### src/rtl/lsu_ctrl.sv
// Load/store controller: one request at a time, drives the data memory for a single
// ACCESS cycle and returns extended load data. Optional misalignment trap: LSU_MISALIGN_TRAP_EN.
module lsu_ctrl #(
  parameter int XLEN   = 64,
  parameter int MEM_AW = 12
) (
  input  logic              clk,
  input  logic              rst,
  input  logic              req_valid,
  output logic              req_ready,
  input  logic              req_store,
  input  logic [2:0]        req_funct3,
  input  logic [XLEN-1:0]   req_base,
  input  logic [XLEN-1:0]   req_offset,
  input  logic [XLEN-1:0]   req_wdata,
  output logic              resp_valid,
  input  logic              resp_ready,
  output logic [XLEN-1:0]   resp_rdata,
  output logic              resp_err,
  output logic [MEM_AW-1:0] mem_addr,
  output logic [XLEN-1:0]   mem_dataw,
  output logic [1:0]        mem_word,
  output logic              mem_rw,
  input  logic [XLEN-1:0]   mem_datar
);

  localparam logic [1:0] S_IDLE   = 2'd0;
  localparam logic [1:0] S_ACCESS = 2'd1;
  localparam logic [1:0] S_RESP   = 2'd2;

  logic [1:0]      state;
  logic [2:0]      f3_q;
  logic            store_q;
  logic            range_q;
  logic [XLEN-1:0] ea_nxt;
  logic            f3_err, align_err, err;
  logic [XLEN-1:0] ld_data;

  assign ea_nxt     = req_base + req_offset;
  assign req_ready  = (state == S_IDLE);
  assign resp_valid = (state == S_RESP);

  // mem_addr already holds ea's low bits during ACCESS, so alignment is judged from it
  assign f3_err = store_q ? f3_q[2] : (f3_q == 3'b111);
`ifdef LSU_MISALIGN_TRAP_EN
  always_comb begin
    align_err = 1'b0;
    case (f3_q[1:0])
      2'b01:   align_err = mem_addr[0];
      2'b10:   align_err = |mem_addr[1:0];
      2'b11:   align_err = |mem_addr[2:0];
      default: align_err = 1'b0;
    endcase
  end
`else
  assign align_err = 1'b0;
`endif
  assign err = range_q | f3_err | align_err;

  // Gated by rst combinationally so a reset edge never coincides with a write
  assign mem_rw = (state == S_ACCESS) & store_q & ~err & ~rst;

  always_comb begin
    ld_data = '0;
    case (f3_q)
      3'b000:  ld_data = {{(XLEN-8){mem_datar[7]}},   mem_datar[7:0]};
      3'b001:  ld_data = {{(XLEN-16){mem_datar[15]}}, mem_datar[15:0]};
      3'b010:  ld_data = {{(XLEN-32){mem_datar[31]}}, mem_datar[31:0]};
      3'b011:  ld_data = mem_datar;
      3'b100:  ld_data = {{(XLEN-8){1'b0}},  mem_datar[7:0]};
      3'b101:  ld_data = {{(XLEN-16){1'b0}}, mem_datar[15:0]};
      3'b110:  ld_data = {{(XLEN-32){1'b0}}, mem_datar[31:0]};
      default: ld_data = '0;
    endcase
  end

  always_ff @(posedge clk) begin
    if (rst) begin
      state      <= S_IDLE;
      f3_q       <= '0;
      store_q    <= 1'b0;
      range_q    <= 1'b0;
      resp_rdata <= '0;
      resp_err   <= 1'b0;
      mem_addr   <= '0;
      mem_word   <= '0;
      mem_dataw  <= '0;
    end else begin
      case (state)
        S_IDLE: if (req_valid) begin
          f3_q      <= req_funct3;
          store_q   <= req_store;
          range_q   <= |ea_nxt[XLEN-1:MEM_AW];
          mem_addr  <= ea_nxt[MEM_AW-1:0];
          mem_word  <= req_funct3[1:0];
          mem_dataw <= req_wdata;
          state     <= S_ACCESS;
        end
        S_ACCESS: begin
          resp_err   <= err;
          resp_rdata <= (err || store_q) ? '0 : ld_data;
          state      <= S_RESP;
        end
        S_RESP: if (resp_ready) state <= S_IDLE;
        default: state <= S_IDLE;
      endcase
    end
  end

endmodule

### config.mk
export PLATFORM = sky130hd
export DESIGN_NAME = lsu_ctrl
export DESIGN_NICKNAME = d
export VERILOG_FILES = /design/src/rtl/lsu_ctrl.sv
export SDC_FILE = /design/constraint.sdc
export NUM_CORES = 1
export LEC_CHECK = 0
export ABC_AREA = 1
export CORE_AREA = 2 2 159 161
export DETAILED_ROUTE_END_ITERATION = 8
export DIE_AREA = 0 0 161 163
export PLACE_DENSITY = 0.87
export SYNTH_ARGS = -nofsm -noshare
export SYNTH_HDL_FRONTEND = slang
export SYNTH_SLANG_ARGS = --single-unit
### constraint.sdc
create_clock -name clk -period 4 [get_ports clk]
set_input_delay 0.8 -clock clk [delete_from_list [all_inputs] [get_ports clk]]
set_output_delay 0.8 -clock clk [all_outputs]
set_load 0.005 [all_outputs]
==> run_results.csv, run 1 <==
group,metric,value,unit
logic_synthesis,synth_edf_count,0,
setup_path,crit_type,"input port to flip-flop",
timing,hold_viol,0,
finish,syn_to_final_growth,43.8,%
timing,grt_setup_unrepaired,"false",
placed_design,port_buffers,409,
logic_synthesis,syn_avg_cell_area,5.68,um^2
logic_synthesis,synth-main-ff-cell,"dfxtp_1",
placed_design,dp_hpwl,36100,um
timing,drv_slew,0,
floorplan,die-area,26200,um^2
logic_synthesis,synth.cell_area,11400,um^2
cts,htreeDepth,4,
finish,final_cell_mix,"nand2_1, clkdlybuf4s50_1, nor2_1",
logic_synthesis,async_reset_ff_share,0,%
finish,nets,2707,
setup_path,crit_arrival,3.62,ns
global_routing,track_usage,33.0,%
global_routing,gr-total-overflow,0,
timing,min_period_over_period,83.1,%
finish,drive_gt1_share,3.89,%
timing,whs,0.465,ns
timing,finalWorstPathRequiredPeriod,3.33,ns
timing,fin_setup_tns,0,ns
drt,drc_errors,0,
timing,worstMarginPinSlew,1.13,ns
cts,cts_setup_buffers,0,
finish,stdcell_count,2728,
logic_synthesis,seq_area_frac_synth,26.1,%
floorplan,start_util,46.1,%
cts,cts_num_sinks,148,
floorplan,die_w,161,um
placed_design,dpl.cell_count,2690,
cts,cts.clk_slew.worst_paths,0.07,ns
timing,postLayoutSetupSlackWorst,0.674,ns
setup_path,cp_data_required_time,4.30,ns
timing,finalSetupViolations,0,
cts,cts_tree,"done",
global_routing,grt_pass1_wl,68400,um
logic_synthesis,yosysTopAreaCell,"dfxtp_1",
run_status,status,"finished, final reports clean",
logic_synthesis,netlist-cell-type-count,40,
logic_synthesis,yosysTopAreaCellShare,26.1,%
logic_synthesis,synth-seq-cells,148,
power,leakage,7.77,nW
setup_path,cp_max_fo,4,
worst_hold_path,min_path_type,"flip-flop to flip-flop",
drt,wire_per_inst,16.5,um
floorplan,die-height,163,um
cts,clk_latency,0.42,ns
flow_run,max_cap_violations,0,
logic_synthesis,yosysWarningCount,0,
finish,final_common_cell,"nand2_1",
timing,relSlewSlack,24.8,%
drt,dr.pass1.iters,6,
timing,fin_skew,0.0153,ns
drt,vias,14000,
logic_synthesis,syn_inst,2002,
power,p_per_area,311,nW/um^2
drt,drt_iter0_drc,1276,
logic_synthesis,syn_nets,2330,
global_routing,grt_max_degree,83,
floorplan,fp-row-count,58,
logic_synthesis,ys_top_cells_by_area,"dfxtp_1, nand2_1, nor2_1",
setup_path,worstSetupEndpointType,"flip-flop",
global_routing,grt_pass1_vias,12900,
drt,drt-total-wl,44900,um
cts,cts_resized,0,
cts,cts_max_path_buffers,2,
floorplan,coreArea,24700,um^2
global_routing,antenna_found_initial,6,
finish,utilization,66.2,%
drt,postRouteAntennaNets,0,
floorplan,num_io_pins,410,
placed_design,dp_slack,0.338,ns
placed_design,place.gp.congestion,0.991,
drt,vias_per_cell,5.13,
timing,fmax,0.301,GHz
cts,cts_hold_buffers,0,
setup_path,start_kind,"input port",
cts,cts_root_buffer,"clkbuf_16",
power,max-vdd-ir-drop,0.000257,V
cts,cts_buffers,17,
layer usage:
layer	part of all wire, %	up-vias	routed length (um)	track usage (%)
li1	-	6973	-	-
met1	40	6326	17900	40.0
met2	49	592	21800	58.2
met3	6.9	93	3100	4.38
met4	4.6	0	2050	14.9
met5	0	-	0	0
logic make-up after synthesis:
family | Yosys count | share of synthesized area [%]
and+or+nand+nor | 1116 | 39.9
AOI/OAI and AO/OA | 296 | 13.7
buffers and inverters | 366 | 12.2
DFF | 148 | 26.1
xor gates and xnor gates | 12 | 0.925
adders and majority gates | 64 | 7.11
Yosys cell counts, drive strengths merged, types with 2 or more instances:
cell type  count
a21oi        134
clkbuf        50
nor3           8
inv          307
a21boi         2
nand3         95
xor2          10
o211ai         3
o21bai        11
dfxtp        148
buf            9
nand3b         6
o21ai        140
nand2        665
xnor2          2
nor2         317
a211oi         2
nor4           6
ha            63
nand4         16
stage by stage:
step	power, mW	area [um^2]
after detailed placement	3.37	15700
after global placement	3.35	15700
after global routing	5.35	16300
after floorplan	2.58	11400
final	5.08	16300
after CTS	5.08	16300
where the power goes:
| group | internal, mW | total, mW | switching, mW | leakage [nW] |
|---|---|---|---|---|
| clock | 0.973 | 1.70 | 0.730 | 0.308 |
| sequential | 1.58 | 1.64 | 0.0591 | 1.21 |
| combinational | 0.766 | 1.74 | 0.973 | 6.25 |
| total | 3.32 | 5.08 | 1.76 | 7.77 |
flip-flops by register name, summed over array words and instances, names as in the netlist:
| register | count |
|---|---|
| mem_dataw | 64 |
| resp_rdata | 64 |
| mem_addr | 12 |
| f3_q | 2 |
| state | 2 |
| mem_word | 1 |
| range_q | 1 |
| resp_err | 1 |
| store_q | 1 |
final cells by class:
class                   instances  area, um^2
repair buffers                417        4150
multi-input cells            1488        7020
inverters                     307        1150
diodes                          6        15.0
clock buffers                  18         439
well taps                     330         413
flip-flops and latches        148        2960
clock inverters                14         188
fillers                      2266        8330
path summary, 6_finish.rpt:
kind | slack (ns) | cells after the start | end | start
setup / recovery | 0.67 | 21 | range_q$_SDFFE_PP0P_ | req_base[0]
hold / removal | 0.46 | 2 | resp_rdata[31]$_SDFFE_PP0N_ | resp_rdata[31]$_SDFFE_PP0N_
setup reg to reg | 1.36 | 4 | resp_rdata[55]$_SDFFE_PP0N_ | f3_q[1]$_SDFFE_PP0P_
hold reg to reg | 0.46 | 2 | resp_rdata[31]$_SDFFE_PP0N_ | resp_rdata[31]$_SDFFE_PP0N_
worst max-delay path, cell delays in order:
cell and delay, ns:
clkdlybuf4s50_1 0.41, ha_1 0.23, fa_1 0.40, nand3_1 0.15, nand3_1 0.20, nand2_1 0.15
nand2_2 0.09, nand2_1 0.13, nand3_2 0.09, nand2_1 0.06, nand2_1 0.15, nand2_1 0.15
nand2_1 0.06, nand2_1 0.05, nand2_1 0.04, inv_1 0.05, nand2_1 0.07, nor2_1 0.11
nand3_1 0.07, nor2_1 0.11, nor2_1 0.04
Note: power is estimated with default switching activity, not from simulation.
==> run 2: changes to the inputs <==
- CORE_AREA: 2 2 159 161 -> not set
- CORE_UTILIZATION: not set -> 46
- DIE_AREA: 0 0 161 163 -> not set
- PLACE_DENSITY: 0.87 -> 0.86
- clock period: 4 -> 3.3 ns (I/O delays scaled with it)
==> run_results.csv, run 2 (synthesized netlist as in run 1, its figures left out) <==
group,metric,value,unit
drt,wire_per_inst,16.0,um
finish,syn_to_final_growth,48.9,%
drt,vias,14400,
global_routing,gr-total-overflow,0,
global_routing,track_usage,34.8,%
cts,cts_hold_buffers,0,
placed_design,dp_slack,-0.0713,ns
timing,fin_skew,0.0112,ns
cts,cts_setup_buffers,0,
cts,htreeDepth,4,
timing,finalSetupViolations,0,
timing,fin_setup_tns,0,ns
placed_design,place.gp.congestion,1.03,
floorplan,start_util,46.9,%
global_routing,use_met2,61.6,%
global_routing,antenna_found_initial,6,
placed_design,port_buffers,409,
cts,cts_max_path_buffers,2,
global_routing,use_met3,4.45,%
flow_run,max_cap_violations,0,
timing,drv_slew,0,
finish,final_cell_mix,"nand2_1, clkdlybuf4s50_1, nor2_1",
global_routing,grt_pass1_vias,13600,
power,max-vdd-ir-drop,0.000344,V
placed_design,postPlaceCellArea,16300,um^2
global_routing,grt_max_degree,83,
global_routing,grt_pass1_wl,69800,um
drt,vias_per_cell,5.12,
finish,fillers,2104,
floorplan,die-area,25300,um^2
finish,drive_gt1_share,7.15,%
timing,postLayoutSetupSlackWorst,0.326,ns
drt,postRouteAntennaNets,0,
floorplan,num_io_pins,410,
cts,cts_num_sinks,148,
setup_path,critPathSlowestCell,"clkdlybuf4s50_1",
floorplan,coreArea,24200,um^2
finish,reg_top3,"mem_dataw x64, resp_rdata x64, mem_addr x12",
setup_path,crit_type,"input port to flip-flop",
setup_path,cp_data_required_time,3.61,ns
drt,drt_iter0_drc,1367,
floorplan,die-height,159,um
timing,finalWorstPathRequiredPeriod,2.97,ns
finish,design_area,16900,um^2
power,finalPower,6.09,mW
power,leakage,8.14,nW
global_routing,met1_usage,40.6,%
timing,worstMarginPinSlew,1.09,ns
placed_design,dpl.cell_count,2769,
cts,cts_root_buffer,"clkbuf_16",
timing,relSlewSlack,27.3,%
setup_path,start_kind,"input port",
power,p_per_area,360,nW/um^2
worst_hold_path,min_path_type,"flip-flop to flip-flop",
timing,hold_viol,0,
setup_path,max_stage_delay,0.43,ns
setup_path,cp_max_fo,3,
finish,final_common_cell,"nand2_1",
timing,min_period_over_period,90.1,%
finish,nets,2792,
setup_path,crit_arrival,3.28,ns
finish,stdcell_count,2807,
timing,grt_setup_unrepaired,"false",
floorplan,fp-row-count,57,
setup_path,crit_chain,"clkdlybuf4s50_1 > ha_1 > buf_4 > inv_1 > o21ai_0 > nor2_1 > nand2_1 > nand2_1 > nand3_1 > a21oi_1 > nand2_1 > nand2_1 > nand2_1 > inv_1 > nand2_1 > nor2_1 > nand3_1 > nor2_1 > nor2_1",
finish,seqCellArea,2960,um^2
cts,cts_buffers,17,
global_routing,grt.busiest_layer,"met2",
cts,cts_resized,0,
finish,multiInputGateArea,7020,um^2
drt,dr.pass1.iters,6,
setup_path,worstSetupEndpointType,"flip-flop",
setup_path,cp_common_cell,"nand2_1",
run_status,status,"finished, final reports clean",
placed_design,dp_hpwl,36600,um
cts,clk_latency,0.43,ns
floorplan,die_w,159,um
cts,cts.clk_slew.worst_paths,0.06,ns
drt,drt-total-wl,44900,um
drt,drc_errors,0,
cts,cts_tree,"done",
timing,fmax,0.336,GHz
==> run 2: worst max-delay path: cells and delay by family <==
kind,cells,cell delay [ns]
AND/OR/NAND/NOR,12,1.16
buffers and inverters,4,0.73
AO/OA/AOI/OAI,2,0.38
adder cells (fa/ha/maj),1,0.34
==> run 2: final timing paths <==
| kind | depth (start not counted) | start | end | slack, ns |
|---|---|---|---|---|
| worst max-delay path | 19 | req_base[50] | range_q$_SDFFE_PP0P_ | 0.33 |
| worst min-delay path | 2 | resp_rdata[18]$_SDFFE_PP0N_ | resp_rdata[18]$_SDFFE_PP0N_ | 0.47 |
| worst max register to register | 8 | mem_word[0]$_SDFFE_PP0P_ | resp_rdata[61]$_SDFFE_PP0N_ | 1.05 |
| worst min register to register | 2 | resp_rdata[18]$_SDFFE_PP0N_ | resp_rdata[18]$_SDFFE_PP0N_ | 0.47 |
==> run 2: area by class of cell <==
class / count / share of cell area (%)
Inverter: 307 / 6.81
Tap cell: 324 / 2.40
Timing Repair Buffer: 502 / 28.3
Antenna cell: 6 / 0.0887
Multi-Input combinational cell: 1488 / 41.5
Clock buffer: 18 / 2.54
Clock inverter: 14 / 0.843
Sequential cell: 148 / 17.5
==> run 2: through the flow <==
step	utilization [%]	hold slack, ns
detailed placement	67.4	0.455
finish	69.8	0.466
CTS	69.7	0.465
global route	69.8	0.475
floorplan	-	0.462
global placement	67.4	0.451
==> run 2: where the power goes <==
part | switching, mW | total, mW | internal [mW]
Clock | 0.832 | 1.89 | 1.06
Sequential | 0.0682 | 1.98 | 1.91
Combinational | 1.19 | 2.22 | 1.03
Total | 2.09 | 6.09 | 4.00
==> run 2: routing by layer <==
metal,up-vias,share of wire (%)
li1,7161,-
met1,6457,40
met2,613,48
met3,139,6.0
met4,0,5.5
met5,-,0
==> run 3: changes to the inputs <==
- CORE_ASPECT_RATIO: not set -> 0.6
==> run_results.csv, run 3 (synthesized netlist as in run 1, its figures left out) <==
group,metric,value,unit
setup_path,max_stage_delay,0.41,ns
drt,drt_iter0_drc,1821,
setup_path,critPathSlowestCell,"clkdlybuf4s50_1",
drt,wire_per_inst,17.7,um
finish,nets,2852,
finish,design_area,17400,um^2
timing,fmax,0.314,GHz
timing,drv_slew,0,
setup_path,crit_arrival,3.50,ns
run_status,status,"finished, final reports clean",
finish,syn_to_final_growth,53.2,%
setup_path,crit_chain,"clkdlybuf4s50_1 > ha_1 > buf_12 > nand2_1 > nor2_1 > inv_1 > buf_4 > nor2_1 > nand2_1 > nor2_1 > nand2_1 > nand3_1 > nand2_1 > nand2_1 > nand3_1 > nor3_1 > nand3_1 > nor2_1 > nor2_1",
floorplan,coreArea,24200,um^2
placed_design,postPlaceCellArea,16800,um^2
finish,reg_top3,"mem_dataw x64, resp_rdata x64, mem_addr x12",
drt,drt-total-wl,50700,um
timing,hold_viol,0,
cts,cts_hold_buffers,0,
setup_path,cp_top_family,"simple AND/OR/NAND/NOR gates",
placed_design,dp_hpwl,41600,um
placed_design,port_buffers,409,
power,switchingPower,2.32,mW
power,p_sw_share,36.0,%
worst_hold_path,min_path_type,"flip-flop to flip-flop",
cts,cts_root_buffer,"clkbuf_16",
setup_path,start_kind,"input port",
floorplan,die-area,25400,um^2
floorplan,start_util,46.9,%
floorplan,die-height,124,um
power,max-vdd-ir-drop,0.000353,V
finish,final_cell_mix,"nand2_1, clkdlybuf4s50_1, nor2_1",
power,finalPower,6.44,mW
power,power_frac_comb,38.2,%
global_routing,grt_max_degree,83,
finish,drive_gt1_share,9.42,%
setup_path,critPathLaunch,"req_offset[49]",
power,p_per_area,370,nW/um^2
global_routing,use_met3,13.2,%
cts,cts.clk_slew.worst_paths,0.07,ns
global_routing,use_met2,55.8,%
setup_path,cp_num_buf_inv,4,
global_routing,grt_pass1_wl,75100,um
placed_design,place.gp.congestion,1.05,
cts,cts_tree,"done",
drt,vias_per_cell,5.28,
drt,postRouteAntennaNets,0,
drt,dr.pass1.iters,6,
power,power_frac_seq,30.8,%
timing,finalWorstPathRequiredPeriod,3.18,ns
cts,cts_resized,0,
power,leakage,8.45,nW
cts,cts_max_path_buffers,2,
global_routing,grt_pass1_vias,13300,
floorplan,fp-row-count,44,
global_routing,track_usage,39.2,%
timing,grt_setup_unrepaired,"false",
worst_hold_path,min-delay-start,"resp_rdata[30]$_SDFFE_PP0N_",
timing,worstMarginPinSlew,1.10,ns
setup_path,cp_max_fo,4,
timing,finalSetupViolations,0,
cts,htreeDepth,4,
setup_path,crit_type,"input port to flip-flop",
cts,cts_buffers,17,
floorplan,num_io_pins,410,
timing,fin_setup_tns,0,ns
power,clkPwrFrac,31.0,%
global_routing,antenna_found_initial,2,
floorplan,die_w,205,um
cts,cts_setup_buffers,0,
timing,min_period_over_period,96.4,%
cts,clk_latency,0.44,ns
setup_path,reg2reg_from,"mem_word[0]$_SDFFE_PP0P_",
setup_path,cp_data_required_time,3.62,ns
drt,vias,15100,
power,power.internal,4.12,mW
setup_path,worstSetupEndpointType,"flip-flop",
drt,drc_errors,0,
global_routing,gr-total-overflow,0,
timing,relSlewSlack,26.8,%
flow_run,max_cap_violations,0,
global_routing,met1_usage,56.5,%
timing,fin_skew,0.0106,ns
global_routing,grt.busiest_layer,"met1",
cts,cts_num_sinks,148,
finish,final_common_cell,"nand2_1",
==> run 3: changes by cell type in the layout (fill, tap and decap cells not counted), sizes merged <==
cell,delta
buf,+60
inv,+2
clkbuf,-1
clkinv,+2
clkinvlp,-3
diode,-4
==> run 3: worst paths after layout <==
kind | end | slack (ns) | depth (start not counted)
setup reg to reg | resp_rdata[9]$_SDFFE_PP0N_ | 1.04 | 9
hold reg to reg | resp_rdata[30]$_SDFFE_PP0N_ | 0.47 | 2
setup / recovery | range_q$_SDFFE_PP0P_ | 0.12 | 19
hold / removal | resp_rdata[30]$_SDFFE_PP0N_ | 0.47 | 2
==> run 3: worst min-delay path, stage by stage, from the launching register on <==
cell	delay (ns)
dfxtp_1	0.31
nand2_1	0.06
a21oi_1	0.06
==> run 3: stage by stage <==
step / cells / setup slack, ns / utilization [%] / hold WS (ns)
2_1_floorplan: 2002 / 0.657 / - / 0.462
3_3_place_gp: 2827 / -0.106 / 69.3 / 0.451
3_5_place_dp: 2827 / -0.145 / 69.3 / 0.456
4_1_cts: 2859 / 0.309 / 71.8 / 0.466
5_1_grt: 2859 / 0.00751 / 71.9 / 0.475
6_report: 2861 / 0.119 / 71.9 / 0.467
==> run 3: power groups by stage <==
stage	combinational, mW	clock [mW]	sequential, mW
2_1_floorplan	1.11	0	2.02
3_3_place_gp	2.33	0	2.01
3_5_place_dp	2.36	0	2.02
4_1_cts	2.38	2.02	1.98
5_1_grt	2.65	2.10	1.99
6_report	2.46	2.00	1.98
==> run 3: layout make-up <==
cell class / count / area, um^2
Multi-Input combinational cell: 1488 / 7030
Fill cell: 1994 / 6810
Timing Repair Buffer: 562 / 5250
Sequential cell: 148 / 2960
Inverter: 307 / 1150
Clock buffer: 17 / 425
Tap cell: 322 / 403
Clock inverter: 15 / 181
Antenna cell: 2 / 5.00
==> run 3: metal layers <==
layer  share of wire (%)  up-vias
met5                0.20        -
met4                 1.5        2
met3                  14       72
met2                  39      869
met1                  45     6888
li1                    -     7272
